<file path="config.mk">
export PLATFORM = sky130hd
export DESIGN_NAME = ram_fifo_ctrl
export DESIGN_NICKNAME = d
export VERILOG_FILES = /design/src/rtl/ram_fifo_ctrl.sv
export SDC_FILE = /design/constraint.sdc
export NUM_CORES = 1
export LEC_CHECK = 0
export CORE_MARGIN = 3
export CORE_UTILIZATION = 45
export DETAILED_ROUTE_END_ITERATION = 10
export PLACE_DENSITY = 0.76
export REMOVE_ABC_BUFFERS = 1
export SETUP_SLACK_MARGIN = 0.3
export SYNTH_ARGS = -nofsm -noshare
export SYNTH_HDL_FRONTEND = slang
export SYNTH_SLANG_ARGS = --single-unit
</file>
<file path="constraint.sdc">
create_clock -name clk -period 4.2 [get_ports clk]
set_input_delay 0.63 -clock clk [delete_from_list [all_inputs] [get_ports clk]]
set_output_delay 0.63 -clock clk [all_outputs]
set_load 0.01 [all_outputs]
</file>
<file path="src/rtl/ram_fifo_ctrl.sv">
// Valid/ready FIFO controller in front of an external dual-port RAM with a 1-cycle registered read.
// Latency: push -> out_valid two edges later; in_ready falls when the RAM is full; an out reg + skid absorb the read latency.
module ram_fifo_ctrl #(
  parameter int D_WIDTH = 8,
  parameter int A_WIDTH = 5,
  parameter int A_MAX   = 32
) (
  input  logic               clk,
  input  logic               rst_n,
  input  logic               in_valid,
  output logic               in_ready,
  input  logic [D_WIDTH-1:0] in_data,
  output logic               out_valid,
  input  logic               out_ready,
  output logic [D_WIDTH-1:0] out_data,
  output logic [A_WIDTH+1:0] count,
  output logic [A_WIDTH-1:0] address_write,
  output logic [D_WIDTH-1:0] data_write,
  output logic               write_enable,
  output logic [A_WIDTH-1:0] address_read,
  input  logic [D_WIDTH-1:0] data_read
);

  localparam logic [A_WIDTH-1:0] LAST_PTR = A_WIDTH'(A_MAX - 1);
  localparam logic [A_WIDTH:0]   MAX_CNT  = (A_WIDTH + 1)'(A_MAX);

  logic [A_WIDTH-1:0] wr_ptr_q, wr_ptr_d;
  logic [A_WIDTH-1:0] rd_ptr_q, rd_ptr_d;
  logic [A_WIDTH:0]   ram_cnt_q, ram_cnt_d;
  logic               pending_q, pending_d;
  logic [1:0]         out_occ_q, out_occ_d;
  logic [D_WIDTH-1:0] out_q, out_d;
  logic [D_WIDTH-1:0] skid_q, skid_d;
  logic               in_rdy_q, in_rdy_d;

  logic               push, pop, issue;
  logic [2:0]         occ_sum;
  logic [1:0]         occ_after_pop;

  function automatic logic [A_WIDTH-1:0] next_ptr(input logic [A_WIDTH-1:0] p);
    return (p == LAST_PTR) ? '0 : p + 1'b1;
  endfunction

  assign in_ready      = in_rdy_q;
  assign out_valid     = (out_occ_q != 2'd0);
  assign out_data      = out_q;
  assign push          = in_valid & in_rdy_q;
  assign pop           = out_valid & out_ready;
  assign write_enable  = push;
  assign address_write = wr_ptr_q;
  assign data_write    = in_data;
  assign address_read  = rd_ptr_q;
  assign count         = (A_WIDTH + 2)'(ram_cnt_q) + (A_WIDTH + 2)'(pending_q)
                       + (A_WIDTH + 2)'(out_occ_q);

  // Only fetch when the word in flight is guaranteed a slot in out reg or skid.
  assign occ_sum       = ({1'b0, out_occ_q} + {2'b0, pending_q}) - {2'b0, pop};
  assign issue         = (ram_cnt_q != '0) && (occ_sum < 3'd2);
  assign occ_after_pop = out_occ_q - {1'b0, pop};

  always_comb begin
    wr_ptr_d  = wr_ptr_q;
    rd_ptr_d  = rd_ptr_q;
    ram_cnt_d = ram_cnt_q;
    out_d     = out_q;
    skid_d    = skid_q;
    out_occ_d = occ_after_pop;
    pending_d = issue;

    if (push)  wr_ptr_d = next_ptr(wr_ptr_q);
    if (issue) rd_ptr_d = next_ptr(rd_ptr_q);

    case ({push, issue})
      2'b10:   ram_cnt_d = ram_cnt_q + 1'b1;
      2'b01:   ram_cnt_d = ram_cnt_q - 1'b1;
      default: ram_cnt_d = ram_cnt_q;
    endcase
    in_rdy_d = (ram_cnt_d < MAX_CNT);

    if (pop && out_occ_q == 2'd2) out_d = skid_q;
    if (pending_q) begin
      if (occ_after_pop == 2'd0) out_d  = data_read;
      else                       skid_d = data_read;
      out_occ_d = occ_after_pop + 2'd1;
    end
  end

  always_ff @(posedge clk or negedge rst_n) begin
    if (!rst_n) begin
      wr_ptr_q  <= '0;
      rd_ptr_q  <= '0;
      ram_cnt_q <= '0;
      pending_q <= 1'b0;
      out_occ_q <= 2'd0;
      out_q     <= '0;
      skid_q    <= '0;
      in_rdy_q  <= 1'b0;
    end else begin
      wr_ptr_q  <= wr_ptr_d;
      rd_ptr_q  <= rd_ptr_d;
      ram_cnt_q <= ram_cnt_d;
      pending_q <= pending_d;
      out_occ_q <= out_occ_d;
      out_q     <= out_d;
      skid_q    <= skid_d;
      in_rdy_q  <= in_rdy_d;
    end
  end

endmodule

</file>
* Word level (Yosys, flattened, before mapping)
Cells that the tools add are included.
** Operators by class
- Div/mod/pow operators :: 0
- Reductions and logical operators :: 6
- Bitwise logic cells :: 3
- Multipliers :: 0
- Multiplexer cells :: 7
- Equality and inequality tests :: 5
- Shifts and indexed selects :: 0
- Order comparisons :: 2
- Add/subtract/negate cells :: 10
** Operator list (number)
- 8-bit 2-to-1 mux :: 3
- 6-bit case mux with 2 select lines :: 1
- 5-bit by 1-bit adder with 5-bit output (second input constant) :: 2
- 5-bit == test (second input constant) :: 2
- 5-bit 2-to-1 mux :: 2
- 6-bit by 1-bit adder with 7-bit output :: 1
- 7-bit by 2-bit adder with 7-bit output :: 1
- 6-bit by 1-bit adder with 6-bit output (second input constant) :: 1
- 6-bit less-than comparator (second input constant) :: 1
- 6-bit nonzero test :: 1
- 6-bit by 1-bit subtractor with 6-bit output (second input constant) :: 1
- 2-bit == test (second input constant) :: 2
- 2-bit by 1-bit adder with 3-bit output :: 1
- 3-bit by 2-bit less-than comparator with 1-bit output (second input constant) :: 1
- 3-bit by 1-bit subtractor with 3-bit output :: 1
- 2-bit by 1-bit adder with 2-bit output (second input constant) :: 1
- 1-bit AND :: 2
- 2-bit by 1-bit == test with 1-bit output (second input constant) :: 1
- 1-bit logical AND :: 2
- 2-bit zero test :: 1
- 2-bit 2-to-1 mux :: 1
- 2-bit AND reduction :: 1
- 2-bit nonzero test :: 1
- 2-bit by 1-bit subtractor with 2-bit output :: 1
- 1-bit NOT :: 1
** Word-level totals
- Latch bits :: 0
- Memories :: 0
- Output and inout port bits :: 36
- Logic and storage cells :: 41
- RAM bits :: 0
- ROM bits :: 0
- Register bits :: 36
- Bits of input ports :: 20

* Depth between registers and ports, before layout
Gate-level depths: netlist of the first run.
- Depth after elaboration :: 8
- Mapped depth :: 14
- Depth with buffers taken out :: 14

* Least setup slack after synthesis of the first run
Ideal clock, no wire load.
- Path type :: input to register
- Start :: input port out_ready
- End :: register in_rdy_q (netlist: in_ready)
- Data arrival time :: 3.606 ns
- Setup slack :: 0.467 ns
- Library setup time :: 0.127 ns
- Cell stages on the path :: 13
- Cell sequence :: nand3_1 clkbuf_1 inv_1 fa_1 xnor2_1 o311ai_4 inv_1 ha_1 ha_1 a211oi_1 or2_2 o2111ai_1 or2_2
** On the way
- Longest elaborated chain between the ends :: 7
** RTL lines
- from (decl) :: line 14 : input logic out_ready,
- 1-bit AND (*) :: line 48 : assign pop = out_valid & out_ready;
- 3-bit by 1-bit subtractor with 3-bit output (*) :: line 57 : assign occ_sum = ({1'b0, out_occ_q} + {2'b0, pending_q}) - {2'b0, pop};
- 3-bit by 2-bit less-than comparator with 1-bit output (*) :: line 58 : assign issue = (ram_cnt_q != '0) && (occ_sum < 3'd2);
- 1-bit logical AND (*) :: line 58
- via issue :: line 36 : logic push, pop, issue;
- 2-bit by 1-bit == test with 1-bit output / 2-bit == test (equally long branches) :: line 73 : case ({push, issue})
- 6-bit case mux with 2 select lines (*) :: line 73
- 6-bit less-than comparator (*) :: line 78 : in_rdy_d = (ram_cnt_d < MAX_CNT);
- via in_rdy_d :: line 34 : logic in_rdy_q, in_rdy_d;
- to (signal assigned) :: line 106 : in_rdy_q <= in_rdy_d;
- to (decl) :: line 34
Mark *: on every way through the listed nets, which the timed path passes. The rest lies on a longest branch.
A chain may end at the register's enable or synchronous reset.

* Final worst setup path of the first run
Same ends and word-level chain as after synthesis.

==> results.ini, run 1 <==
[global_routing]
grt.overflow.total=0
grt_pass1_vias=1418
grt_start_max_net_pins=37
antenna_found_initial=0
grt_pass1_wl_um=6550
grt_use_total_pct=15.8

[cts]
root_buffer=clkbuf_8
clk-insertion-delay-late_ps=280
clk_pin_slew_ps=70
cts_max_level=2
clock_path_buffers=2
cts_buffers=5
cts_tree=yes
cts_sinks=36

[place]
place_inst=271
post-dp-hpwl_um=2840
gp_congestion=0.741
numPortBuffers=39

[detailed_routing]
drtPass1Iterations=4
via_per_inst=5.32
vias=1485
routed_wl_um=3900
ant_nets=0
drcViolationCount=0
drt_iter0_drc=38
wl_per_cell_um=14.0

[die]
die_w_um=73.2
die_h_um=73.2
rows=23
core_area_um2=4170
start_util_pct=48.7
io_pins=56
dieArea_um2=5360

[cells_and_area]
layout_commonest_cell=clkdlybuf4s50_1
mostFrequentLayoutCells=clkdlybuf4s50_1, dfrtp_1, nand2_1
ff_latch_area_um2=901
drive_gt1_share_pct=14.0
multi_input_area_um2=1030
area_delta_synth_final_pct=24.6
fillers=371
diodes=0
fin_nets=265
final_cells=279

[worst_hold_path]
hp-class=input pin to async pin

[synth]
syn_area_per_cell_um2=10.6
synthDistinctLibCells=34
netlist_area_um2=2030
yosysSeqAreaShare_pct=44.3
ys_seq_elements=36
yosysWarnings=0
netlist_instances=192

[critical_path]
path_class=input pin to flop
cp-end-kind=flop
path_max_fanout=10
critPathRequiredTime_ps=4360
critPathLaunchType=input pin
cp_data_arrival_time_ps=3930

[status]
status=finished clean

[run]
maxCapViolations=0

[power]
p_leak_nw=1.15
cellPowerDensity_nw_per_um2=928
vdd_ir_drop_max_v=0.000392

[timing]
fin_crit_sh_pct=89.9
setup_tns_ps=0
hold_violations=0
skew_ps=5.80
tightest_slew_ps=800
finalSetupViolations=0
fmax_mhz=265
maxSlewViolCount=0
slew_headroom_pct=46.7
min_period_ps=3770
rsz0062_at_grt=no

## registers in the layout (all words and copies together), names as in the netlist, named ones only
| signal | cells |
|---|---|
| ram_cnt_q | 5 |
| out_occ_q | 2 |
| out_data | 8 |
| address_read | 5 |
| pending_q | 1 |
| skid_q | 8 |
| in_ready | 1 |
| address_write | 5 |
## metal layers
layer / share of wire, % / up-vias / GRT usage [%]
met2: 47 / 43 / 25.1
met1: 46 / 712 / 20.7
li1: - / 723 / -
met5: 0 / - / 0
met3: 6.2 / 7 / 5.10
met4: 1.0 / 0 / 4.30
## synth_stat cells (all sizes together)
master   instances  share of area, %
dfrtp           36                44
nand2           21               3.9
o21ai           20               4.9
mux2            13               7.2
ha              12               7.4
inv             12               2.2
buf              8               3.0
mux2i            8               3.9
nor2             7               1.3
xnor2            7               3.0
clkbuf           5              0.92
a21o             4               1.5
a21oi            4              0.98
fa               4               3.9
nand3            4              0.98
nand2b           3              0.92
or2              3              0.92
xor2             3               1.3
and3             2              0.62
nor2b            2              0.62
o2111ai          2              0.86
o211ai           2              0.74
a211oi           1              0.37
a221o            1              0.49
and2             1              0.31
nand4            1              0.31
nor3             1              0.25
nor4             1              0.31
o22ai            1              0.31
o311ai           1               1.3
or3b             1              0.43
or4              1              0.55
## final cells by class
cell class | count | share of cell area (%)
Multi-Input combinational cell | 131 | 40.6
Sequential cell | 36 | 35.6
Inverter | 12 | 1.78
Clock inverter | 1 | 0.198
Tap cell | 50 | 2.47
Clock buffer | 6 | 2.87
Timing Repair Buffer | 43 | 16.6
## report_power, final
group | total, mW | switching (mW) | internal (mW)
registers | 0.695 | 0.169 | 0.527
logic | 1.42 | 0.654 | 0.770
clock network | 0.230 | 0.117 | 0.113
total | 2.35 | 0.940 | 1.41
## worst max-delay path: stages
cell and delay [ps]:
clkdlybuf4s50_1 460, nand3_1 160, buf_6 190, inv_1 70, fa_1 430, xnor2_2 160
o311ai_4 160, inv_1 120, ha_1 270, ha_1 360, o211ai_1 150, buf_4 160
o211ai_1 150, o2111ai_1 140, or2_2 310
## through the flow
step | setup slack (ps) | area, um2 | hold WS (ps) | utilization [%] | power [mW]
2_1_floorplan | 365 | 1950 | 334 | - | 1.56
3_3_place_gp | 221 | 2420 | 489 | 58.1 | 2.05
3_5_place_dp | 76.4 | 2420 | 500 | 58.1 | 2.10
5_1_grt | 272 | 2530 | 499 | 60.7 | 2.57
6_report | 426 | 2530 | 431 | 60.7 | 2.35
4_1_cts | 359 | 2500 | 469 | 60.0 | 2.34
## cell families (layout without fill, tap and decap cells)
group / Yosys count / count (layout) / share of synthesized area, %
mux: 21 / 21 / 11.1
flops: 36 / 36 / 44.3
xor+xnor: 10 / 10 / 4.31
simple gates: 48 / 48 / 11.4
buf+inv: 25 / 62 / 6.09
fa+ha+maj: 16 / 16 / 11.3
compound gates: 36 / 36 / 11.4
## path summary, 6_finish.rpt
check | start | endpoint | slack (ps) | cells after the start
max in group asynchronous | rst_n | address_write[0]$_DFFE_PN0P_ | 3260 | 1
max | out_ready | in_ready$_DFF_PN0_ | 430 | 15
min reg2reg | skid_q[5]$_DFFE_PN0P_ | skid_q[5]$_DFFE_PN0P_ | 510 | 1
max reg2reg | out_occ_q[1]$_DFF_PN0_ | in_ready$_DFF_PN0_ | 700 | 14
min in group clk | skid_q[5]$_DFFE_PN0P_ | skid_q[5]$_DFFE_PN0P_ | 510 | 1
min | rst_n | out_occ_q[1]$_DFF_PN0_ | 430 | 1
## repair_timing
| action | CTS | global route |
|---|---|---|
| gates resized for setup | 0 | 6 |
| endpoints found under the hold margin | 0 | 0 |
| buffers inserted | 0 | 1 |
| hold buffers | 0 | 0 |
| setup endpoints to repair | 0 | 2 |
(Power assumes the default switching activity.)
==> inputs of run 2 (changes only) <==
Settings changed: CORE_MARGIN 3 to unset, CORE_UTILIZATION 45 to 48, HOLD_SLACK_MARGIN set to 0.06, PLACE_DENSITY 0.76 to 0.8.
==> results.ini, run 2 (synthesized netlist as in run 1, its figures left out) <==
[cells_and_area]
layout_commonest_cell=clkdlybuf4s50_1  ; unchanged
ff_latch_area_um2=901  ; unchanged
diodes=0  ; unchanged
fin_nets=264  ; was 265
fillers=330  ; was 371
mostFrequentLayoutCells=clkdlybuf4s50_1, dfrtp_1, nand2_1  ; unchanged
finish.instance_area_um2=2550  ; was 2530 um2
multi_input_area_um2=1030  ; unchanged
area_delta_synth_final_pct=25.5  ; was 24.6%
drive_gt1_share_pct=14.0  ; unchanged

[timing]
maxSlewViolCount=0  ; unchanged
hold_violations=0  ; unchanged
rsz0062_at_grt=no  ; unchanged
fin_crit_sh_pct=88.3  ; was 89.9%
skew_ps=6.57  ; was 5.80 ps
setup_tns_ps=0  ; unchanged
fmax_mhz=270  ; was 265 MHz
slew_headroom_pct=48.4  ; was 46.7%
finalSetupViolations=0  ; unchanged
min_period_ps=3710  ; was 3770 ps
tightest_slew_ps=774  ; was 800 ps
fin_hold_ws_ps=423  ; was 431 ps

[detailed_routing]
via_per_inst=5.24  ; was 5.32
drcViolationCount=0  ; unchanged
vias=1462  ; was 1,485
wl_per_cell_um=13.5  ; was 14.0 um
ant_nets=0  ; unchanged
drtPass1Iterations=4  ; unchanged
drt_iter0_drc=49  ; was 38
routed_wl_um=3770  ; was 3900 um

[die]
start_util_pct=50.5  ; was 48.7%
rows=23  ; unchanged
dieArea_um2=4500  ; was 5360 um2
core_area_um2=4030  ; was 4170 um2
die_h_um=67.1  ; was 73.2 um
io_pins=56  ; unchanged
die_w_um=67.1  ; was 73.2 um

[cts]
clk_pin_slew_ps=70  ; about the same
cts_buffers=5  ; unchanged
cts_sinks=36  ; unchanged
cts_tree=yes  ; unchanged
root_buffer=clkbuf_8  ; unchanged
clock_path_buffers=2  ; unchanged
cts_hold_buf=0  ; unchanged
clk-insertion-delay-late_ps=280  ; about the same
post_cts_buffers=0  ; unchanged
cts_max_level=2  ; unchanged

[place]
post-dp-hpwl_um=2670  ; was 2840 um
gp_congestion=0.872  ; was 0.741
postPlaceCellArea_um2=2420  ; unchanged
numPortBuffers=39  ; unchanged

[critical_path]
r2r_start=out_occ_q[1]$_DFF_PN0_  ; unchanged
startpoint=out_ready  ; unchanged
path_max_fanout=10  ; unchanged
cp_cell_sequence=clkdlybuf4s50_1 -> nand3_1 -> buf_4 -> inv_1 -> fa_1 -> xnor2_2 -> o311ai_4 -> inv_1 -> ha_2 -> ha_1 -> o211ai_1 -> or2_2 -> o2111ai_1 -> or2_2  ; was clkdlybuf4s50_1 -> nand3_1 -> buf_6 -> inv_1 -> fa_1 -> xnor2_2 -> o311ai_4 -> inv_1 -> ha_1 -> ha_1 -> o211ai_1 -> buf_4 -> o211ai_1 -> o2111ai_1 -> or2_2
critPathRequiredTime_ps=4370  ; was 4360 ps
path_class=input pin to flop  ; unchanged
max_stage_delay_ps=450  ; was 460 ps
critPathLaunchType=input pin  ; unchanged
slowest_stage=clkdlybuf4s50_1  ; unchanged
cp-end-kind=flop  ; unchanged
cpLargestDelayFamily=adder cells  ; unchanged
path_buf_inv=4  ; was 5
cp_data_arrival_time_ps=3880  ; was 3930 ps

[power]
cellPowerDensity_nw_per_um2=942  ; was 928 nW/um2
vdd_ir_drop_max_v=0.000447  ; was 0.000392 V
p_leak_nw=1.15  ; about the same

[global_routing]
grt_start_max_net_pins=37  ; unchanged
grt_use_total_pct=18.8  ; was 15.8%
grt_pass1_wl_um=6220  ; was 6550 um
grt_pass1_vias=1358  ; was 1,418
antenna_found_initial=0  ; unchanged
grt.overflow.total=0  ; unchanged

[status]
status=finished clean  ; unchanged

[worst_hold_path]
hp-class=input pin to async pin  ; unchanged

[run]
maxCapViolations=0  ; unchanged

## run 2: changes by cell type in the layout (fill, tap and decap cells not counted), sizes merged
cell,change
bufinv,+1
buf,-1
## run 2: per-layer routing
metal	routed length, um	track usage (%)	up-vias
met3	204	6.68	7
met5	0	0	-
met4	61	6.65	0
li1	-	-	731
met1	1670	23.9	683
met2	1840	29.3	41
## run 2: worst paths after layout
check                                         endpoint  slack, ps  cells after the start
setup / recovery                    in_ready$_DFF_PN0_        490                     14
hold / removal                   skid_q[2]$_DFFE_PN0P_        420                      1
setup reg to reg                    in_ready$_DFF_PN0_        770                     13
hold reg to reg                  skid_q[0]$_DFFE_PN0P_        510                      1
max in group asynchronous  address_read[1]$_DFFE_PN0P_       3280                      1
min in group clk                 skid_q[0]$_DFFE_PN0P_        510                      1
## run 2: worst register-to-register path, stage by stage, from the launching register on
cell and delay, ps:
dfrtp_1 500, nand3_1 170, buf_4 230, inv_1 80, fa_1 440, xnor2_2 210, o311ai_4 190, inv_1 130
ha_2 240, ha_1 290, o211ai_1 240, or2_2 170, o2111ai_1 130, or2_2 310
## run 2: final cells by class
type	instances	share of cell area (%)
multi-input combinational	131	40.3
tap	50	2.45
inverter	12	1.77
sequential	36	35.3
clock buffer	6	2.84
timing repair buffer	42	16.0
clock inverter	2	1.37
## run 2: what timing repair did
action                                  in CTS  in global routing
gates resized for setup                      1                  4
endpoints found under the setup margin       1                  3
endpoints found under the hold margin        0                  0
pin swaps                                    0                  1
## run 2: per-stage QoR
stage	worst slack (ps)	utilization, %	instances	power, mW
floorplan	365	-	179	1.56
global placement	239	60.2	271	2.04
detailed placement	61.7	60.2	271	2.08
CTS	322	62.9	279	2.40
global route	275	63.3	279	2.63
finish	493	63.3	279	2.40
## run 2: report_power, final
group          leakage, nW  switching (mW)  internal [mW]
combinational        0.672           0.646          0.764
clock               0.0552           0.118          0.176
sequential           0.427           0.172          0.527
total                 1.15           0.936           1.47
==> inputs of run 3 (changes only) <==
Settings changed: RECOVER_POWER set to 25.
==> results.ini, run 3 (synthesized netlist as in run 1, its figures left out) <==
[status]
status=finished, violations left  ; was finished clean
violations=capacitance limit, slew limit

[timing]
hold_violations=0  ; unchanged
fmax_mhz=270  ; about the same
finalSetupViolations=0  ; unchanged
setup_ws_ps=493  ; about the same
skew_ps=6.57  ; unchanged
slew_headroom_pct=-23.9  ; was 48.4%
setup_tns_ps=0  ; unchanged
rsz0062_at_grt=no  ; unchanged
fin_crit_sh_pct=88.3  ; about the same
tightest_slew_ps=1860  ; was 774 ps
min_period_ps=3710  ; about the same
maxSlewViolCount=37  ; was 0

[power]
cellPowerDensity_nw_per_um2=942  ; about the same
p_leak_nw=1.15  ; about the same
vdd_ir_drop_max_v=0.000447  ; about the same
p_total_mw=2.40  ; about the same

[die]
start_util_pct=50.5  ; unchanged
dieArea_um2=4500  ; unchanged
core_area_um2=4030  ; unchanged
rows=23  ; unchanged
io_pins=56  ; unchanged
die_w_um=67.1  ; unchanged
die_h_um=67.1  ; unchanged

[critical_path]
max_stage_delay_ps=450  ; about the same
rr_worst_depth=13  ; unchanged
cp_data_arrival_time_ps=3880  ; about the same
cp-end-kind=flop  ; unchanged
startpoint=out_ready  ; unchanged
path_max_fanout=10  ; unchanged
path_class=input pin to flop  ; unchanged
critPathLaunchType=input pin  ; unchanged
critPathRequiredTime_ps=4370  ; about the same
slowest_stage=clkdlybuf4s50_1  ; unchanged
r2r_start=out_occ_q[1]$_DFF_PN0_  ; unchanged
cp_cell_sequence=clkdlybuf4s50_1 -> nand3_1 -> buf_4 -> inv_1 -> fa_1 -> xnor2_2 -> o311ai_4 -> inv_1 -> ha_2 -> ha_1 -> o211ai_1 -> or2_2 -> o2111ai_1 -> or2_2  ; unchanged

[place]
postPlaceCellArea_um2=2420  ; unchanged
place_inst=271  ; unchanged
gp_congestion=0.872  ; unchanged
post-dp-hpwl_um=2670  ; unchanged
numPortBuffers=39  ; unchanged
pre_cts_ws_ps=61.7  ; unchanged

[cells_and_area]
fin_nets=264  ; unchanged
diodes=0  ; unchanged
layout_commonest_cell=clkdlybuf4s50_1  ; unchanged
final_cells=279  ; unchanged
mostFrequentLayoutCells=clkdlybuf4s50_1, dfrtp_1, nand2_1  ; unchanged
area_delta_synth_final_pct=25.4  ; was 25.5%
finish.instance_area_um2=2550  ; about the same
drive_gt1_share_pct=13.5  ; was 14.0%

[cts]
cts_buffers=5  ; unchanged
cts_max_level=2  ; unchanged
cts_hold_buf=0  ; unchanged
cts_tree=yes  ; unchanged
clock_path_buffers=2  ; unchanged
clk-insertion-delay-late_ps=280  ; about the same
cts_sinks=36  ; unchanged
post_cts_buffers=0  ; unchanged
clk_pin_slew_ps=70  ; about the same
root_buffer=clkbuf_8  ; unchanged

[detailed_routing]
drt_iter0_drc=49  ; unchanged
ant_nets=0  ; unchanged
drcViolationCount=0  ; unchanged
drtPass1Iterations=4  ; unchanged
routed_wl_um=3770  ; unchanged
wl_per_cell_um=13.5  ; unchanged
vias=1463  ; was 1,462
via_per_inst=5.24  ; about the same

[global_routing]
antenna_found_initial=0  ; unchanged
grt_use_total_pct=18.8  ; unchanged
grt.overflow.total=0  ; unchanged
grt_pass1_vias=1358  ; unchanged
grt_pass1_wl_um=6220  ; unchanged
grt_start_max_net_pins=37  ; unchanged

[worst_hold_path]
hp-class=flop to flop  ; was input pin to async pin
hp-start=skid_q[0]$_DFFE_PN0P_
hold_depth=1

[run]
maxCapViolations=1  ; was 0

-- run 3: path summary, 6_finish.rpt --
kind	end	slack (ps)
min in group asynchronous	skid_q[2]$_DFFE_PN0P_	850
min	skid_q[0]$_DFFE_PN0P_	510
max in group asynchronous	address_read[1]$_DFFE_PN0P_	2280
min reg2reg	skid_q[0]$_DFFE_PN0P_	510
max	in_ready$_DFF_PN0_	490
max reg2reg	in_ready$_DFF_PN0_	770
-- run 3: repair_timing --
item	CTS	global route
cloned	0	0
endpoints found under the setup margin	1	3
pin swaps	0	1
resized for setup	1	4
-- run 3: cell type report --
cell class,instances,area (um2)
clock inverter,2,35.0
tap,50,62.6
timing repair buffer,42,407
multi-input combinational,131,1030
inverter,12,45.0
sequential,36,901
clock buffer,6,72.6
fill,330,1480
-- run 3: per-stage QoR --
stage	hold slack, ps	util (%)
finish	510	63.3
detailed placement	498	60.2
floorplan	334	-
global placement	489	60.2
global route	536	63.3
CTS	443	62.9
-- run 3: report_power, final --
part / internal [mW] / leakage [nW] / switching, mW
clock: 0.176 / 0.0552 / 0.118
combinational: 0.763 / 0.669 / 0.646
sequential: 0.527 / 0.427 / 0.172
-- run 3: per-layer routing --
| metal | vias up | track usage [%] | routed length (um) |
|---|---|---|---|
| li1 | 731 | - | - |
| met1 | 684 | 23.9 | 1670 |
| met2 | 41 | 29.3 | 1840 |
| met3 | 7 | 6.68 | 203 |
| met4 | 0 | 6.65 | 61 |
| met5 | - | 0 | 0 |
-- run 3: critical path: cells and delay by family --
family | cells | cell delay [ps]
compound gates | 3 | 560
xor+xnor | 1 | 200
fa+ha+maj | 3 | 970
buf+inv | 4 | 890
simple gates | 3 | 620
